## src/rtl/instr_sequencer.sv

```systemverilog
// rtl/instr_sequencer.sv - fetch/execute sequencer FSM for the single-issue core
// Optional feature macro: SEQ_COMPRESSED_EN (compressed instructions, 2-byte jump alignment)
module instr_sequencer #(
  parameter int                    ADDR_WIDTH = 32,
  parameter int                    WORD_WIDTH = 32,
  parameter logic [ADDR_WIDTH-1:0] RESET_ADDR = '0
) (
  input  logic                  clk,
  input  logic                  rst_n,
  output logic                  imem_req_o,
  output logic [ADDR_WIDTH-1:0] imem_addr_o,
  input  logic                  imem_gnt_i,
  input  logic                  imem_rvalid_i,
  input  logic [WORD_WIDTH-1:0] imem_rdata_i,
  output logic [WORD_WIDTH-1:0] instr_o,
  output logic [ADDR_WIDTH-1:0] instr_addr_o,
  output logic                  cycle_counter_o,
  output logic                  instr_valid_o,
  input  logic                  ctrl_trans_inst_i,
  input  logic                  compressed_inst_i,
  input  logic                  illegal_inst_i,
  input  logic [WORD_WIDTH-1:0] alu_result_i,
  output logic                  halted_o,
  output logic [31:0]           instret_o
);

  typedef enum logic [2:0] {
    S_BOOT  = 3'd0,
    S_FETCH = 3'd1,
    S_WAIT  = 3'd2,
    S_EXEC0 = 3'd3,
    S_EXEC1 = 3'd4,
    S_HALT  = 3'd5
  } state_t;

  localparam logic [WORD_WIDTH-1:0] NOP_WORD = WORD_WIDTH'(32'h0000_0013);

  state_t                  state, state_next;
  logic [ADDR_WIDTH-1:0]   pc, pc_next;
  logic [ADDR_WIDTH-1:0]   instr_addr;
  logic [WORD_WIDTH-1:0]   instr;
  logic [31:0]             instret, instret_next;
  logic                    instr_load;
  logic                    exec0_illegal;
  logic                    target_misaligned;
  logic [ADDR_WIDTH-1:0]   jump_target;
  logic [ADDR_WIDTH-1:0]   seq_step;

`ifdef SEQ_COMPRESSED_EN
  assign exec0_illegal     = illegal_inst_i;
  assign target_misaligned = 1'b0;
`else
  // Without compressed support a compressed encoding or a halfword target is a fault.
  assign exec0_illegal     = illegal_inst_i | compressed_inst_i;
  assign target_misaligned = alu_result_i[1];
`endif

  assign jump_target = ADDR_WIDTH'(alu_result_i) & ~ADDR_WIDTH'(1);
  assign seq_step    = compressed_inst_i ? ADDR_WIDTH'(2) : ADDR_WIDTH'(4);

  always_comb begin
    state_next      = state;
    pc_next         = pc;
    instret_next    = instret;
    instr_load      = 1'b0;
    imem_req_o      = 1'b0;
    cycle_counter_o = 1'b0;
    instr_valid_o   = 1'b0;
    halted_o        = 1'b0;
    case (state)
      S_BOOT: begin
        state_next = S_FETCH;
      end
      S_FETCH: begin
        imem_req_o = 1'b1;
        if (imem_gnt_i) begin
          state_next = S_WAIT;
        end
      end
      S_WAIT: begin
        if (imem_rvalid_i) begin
          instr_load = 1'b1;
          state_next = S_EXEC0;
        end
      end
      S_EXEC0: begin
        instr_valid_o = ~exec0_illegal;
        if (exec0_illegal) begin
          state_next = S_HALT;
        end else if (ctrl_trans_inst_i) begin
          state_next = S_EXEC1;
        end else begin
          pc_next      = pc + seq_step;
          instret_next = instret + 32'd1;
          state_next   = S_FETCH;
        end
      end
      S_EXEC1: begin
        cycle_counter_o = 1'b1;
        instr_valid_o   = 1'b1;
        if (target_misaligned) begin
          state_next = S_HALT;
        end else begin
          pc_next      = jump_target;
          instret_next = instret + 32'd1;
          state_next   = S_FETCH;
        end
      end
      S_HALT: begin
        halted_o = 1'b1;
      end
      default: begin
        state_next = S_BOOT;
      end
    endcase
  end

  always_ff @(posedge clk or negedge rst_n) begin
    if (!rst_n) begin
      state <= S_BOOT;
    end else begin
      state <= state_next;
    end
  end

  always_ff @(posedge clk or negedge rst_n) begin
    if (!rst_n) begin
      pc      <= RESET_ADDR;
      instret <= 32'd0;
    end else begin
      pc      <= pc_next;
      instret <= instret_next;
    end
  end

  // The decoder sees the instruction and its own PC frozen until the next response.
  always_ff @(posedge clk or negedge rst_n) begin
    if (!rst_n) begin
      instr      <= NOP_WORD;
      instr_addr <= RESET_ADDR;
    end else if (instr_load) begin
      instr      <= imem_rdata_i;
      instr_addr <= pc;
    end
  end

  assign imem_addr_o  = pc;
  assign instr_o      = instr;
  assign instr_addr_o = instr_addr;
  assign instret_o    = instret;

endmodule
```

## config.mk

```make
export PLATFORM = sky130hd
export DESIGN_NAME = instr_sequencer
export DESIGN_NICKNAME = d
export VERILOG_FILES = /design/src/rtl/instr_sequencer.sv
export SDC_FILE = /design/constraint.sdc
export NUM_CORES = 1
export LEC_CHECK = 0
export CAP_MARGIN = 5
export CORE_MARGIN = 2
export CORE_UTILIZATION = 44
export DETAILED_ROUTE_END_ITERATION = 10
export HOLD_SLACK_MARGIN = 0.1
export PLACE_DENSITY_LB_ADDON = 0.12
export SYNTH_ARGS = -nofsm -noshare
export SYNTH_HDL_FRONTEND = slang
export SYNTH_SLANG_ARGS = --single-unit
```

## constraint.sdc

```tcl
create_clock -name clk -period 2.56 [get_ports clk]
set_input_delay 0.384 -clock clk [delete_from_list [all_inputs] [get_ports clk]]
set_output_delay 0.384 -clock clk [all_outputs]
set_load 0.01 [all_outputs]
```

==> flow_summary.toml <==
[run_status]
outcome = "finished clean"

[worst_setup_path]
path_buf_inv = 2
startpoint = "state[2]$_DFFE_PN0P_"
start_kind = "flop"
critPathMaxFanout = 9
r2r-start = "imem_addr_o[2]$_DFFE_PN0P_"
critPathArrivalTime_ns = 2.07
crit_slowest_cell = "clkdlybuf4s50_1"
crit_type = "reg2out"
slowest_delay_ns = 0.56
required_ns = 2.18
crit_family = "buffers and inverters"
critPathCaptureType = "output port"
crit_chain = "inv_1, or3_1, nand2_1, clkdlybuf4s50_1"

[hold_path]
worst_hold_path_type = "in2async"

[grt]
grt_pass1_wl_um = 26200
grt_usage = 0.229
grt_overflow_total = 0
grt_max_degree = 56
antenna_found_initial = 0
grt_pass1_vias = 5204

[cts]
cts_setup_buffers = 0
cts_sinks = 129
clock_latency_ns = 0.41
cts_buffer_depth = 2
cts_buffers = 17
root_buffer = "clkbuf_16"
cts_htree_levels = 4
clkTransAtPathRegs_ns = 0.05
cts_tree = "yes"

[floorplanning]
die_w_um = 121
fp.dieH_um = 121
die-area_um2 = 14600
pin_count = 203
rows = 42
start_util = 0.451
fp.coreArea_um2 = 13300

[pwr]
power_density_nw_per_um2 = 1010
power_leakage_nw = 3.76
ir_worst_vdd_v = 0.000603

[routing]
vias = 5035
post-route-drc-count = 0
ant_nets = 0
drtIter0Drc = 271
dr.pass1.iters = 5
post_drt_via_cell_ratio = 5.39
wirelength_um = 16100
post_drt_wl_per_cell_um = 17.2

[synth]
synth-seq-area-share = 0.539
synth_top_area_frac = 0.526
synth_edf_count = 0
postSynthAreaPerCell_um2 = 11.4
synth.area.top_cells = "dfrtp_1 (53%), mux2_2 (12%), xnor2_1 (3.9%), nand3_1 (2.8%), a21oi_1 (2.6%)"
synth_cell_types = 54
syn_area_um2 = 5990
postSynthCellCount = 526
ys_warn_count = 0
async_flop_share = 1.00
ys_seq_elements = 129
synthFlopType = "dfrtp_1"
yosysTopAreaCell = "dfrtp_1"

[layout]
fillers = 1022
final_cell_area_um2 = 8970
fin_nets = 821
area_growth_pct = 49.6
drive_above_1_share = 0.183
multiInputGateArea_um2 = 2590
seq_area_um2 = 3230
antennaDiodeCount = 0

[sta]
fin_skew_ns = 0.00494
setup_viol = 0
tns_ns = 0
fin_crit_ns = 2.46
holdWs_ns = 0.369
clock.fmax_ghz = 0.407
rsz0062_at_grt = "no"
slew_violations = 0
finalCritPeriodShare = 0.960
finalHoldViolCount = 0
setup_slack_ns = 0.101

[placement]
dpl_cell_area_um2 = 8320
finalWeightedCongestion = 0.845
dp_hpwl_um = 11800
port_buffers = 199
pre_cts_slack_ns = -0.217

[run]
cap_viol_max_count = 0
## state kept, by name (all words and copies together) (netlist names)
name	flops
instr_addr_o	31
instret_o	32
instr_o	32
state	3
imem_addr_o	31
## where the power goes
part,leakage [nW],internal [mW],switching (mW)
sequential,1.67,2.72,0.658
combinational,1.78,1.92,1.24
clock,0.308,1.69,0.849
## repair_timing
item,CTS,global route
hold buffers,1,0
endpoints found under the hold margin,65,0
gates resized for setup,1,0
setup endpoints to repair,1,0
## cells in the mapped netlist (4+ instances only)
| master | instances |
|---|---|
| nand2_1 | 29 |
| a2bb2oi_1 | 4 |
| buf_2 | 13 |
| mux2_2 | 63 |
| or3_1 | 5 |
| a22oi_1 | 5 |
| and3_1 | 14 |
| o22a_1 | 8 |
| and4_1 | 7 |
| a21oi_1 | 31 |
| inv_1 | 7 |
| a211oi_1 | 4 |
| xor2_1 | 4 |
| dfrtp_1 | 126 |
| nor2_1 | 27 |
| nor3_1 | 12 |
| nand3_1 | 33 |
| o21ai_0 | 15 |
| xnor2_1 | 27 |
| nand4_1 | 17 |
| nor4_1 | 6 |
| o22ai_1 | 7 |
| clkbuf_1 | 14 |
## per-stage QoR
stage,util,power (mW),std cells
floorplan,-,4.67,527
global placement,0.626,6.47,902
detailed placement,0.626,6.58,902
CTS,0.675,9.17,935
global route,0.675,9.58,935
finish,0.675,9.07,935
## metal layers
metal	share of wire	up-vias	track usage
li1	-	2374	-
met1	0.42	2456	0.297
met2	0.49	176	0.369
met3	0.059	29	0.0500
met4	0.023	0	0.100
met5	0	-	0
## logic make-up after synthesis
kind of cell             Yosys count  synth area share
AND/OR/NAND/NOR                  165             0.153
AO/OA/AOI/OAI                     94             0.104
adder cells (fa/ha/maj)            4           0.00960
multiplexers                      63             0.118
other                              1          0.000626
buffers and inverters             39            0.0303
XOR/XNOR                          31            0.0453
flip-flops                       129             0.539
## cell usage in the layout, fill, tap and decap left out, types with 5 or more instances in the layout
cell type / count
a21oi_1: 31
a22oi_1: 5
and3_1: 14
and4_1: 7
buf_4: 29
clkbuf_16: 17
clkbuf_8: 6
clkdlybuf4s50_1: 198
dfrtp_1: 125
inv_1: 7
mux2_2: 63
nand2_1: 29
nand3_1: 33
nand4_1: 17
nor2_1: 27
nor3_1: 12
nor4_1: 6
o21ai_0: 15
o22a_1: 8
o22ai_1: 7
or3_1: 5
xnor2_1: 27
## area by class of cell
class,instances,share of cell area
repair buffers,231,0.252
multi-input cells,359,0.289
inverters,8,0.00335
flip-flops and latches,129,0.360
well taps,176,0.0246
clock buffers,24,0.0571
clock inverters,8,0.0138
## worst register-to-register path, stage by stage, from the launching register on
cell and delay, ns:
dfrtp_1 0.41, inv_1 0.10, fa_1 0.44, and4b_1 0.29, and3_1 0.26, nand3_1 0.21, or3_1 0.41, nand3_1 0.09
## path summary, 6_finish.rpt
check / endpoint / slack [ns] / cells after the start
hold reg to reg: instret_o[21]$_DFFE_PN0P_ / 0.49 / 1
setup / recovery: instr_valid_o / 0.10 / 4
hold / removal: instret_o[10]$_DFFE_PN0P_ / 0.37 / 2
setup reg to reg: imem_addr_o[31]$_DFFE_PN0P_ / 0.28 / 7
min in group clk: instret_o[21]$_DFFE_PN0P_ / 0.49 / 1
max in group asynchronous: instr_addr_o[15]$_DFFE_PN0P_ / 1.54 / 3
No activity file was read; power rests on OpenSTA's default activity.
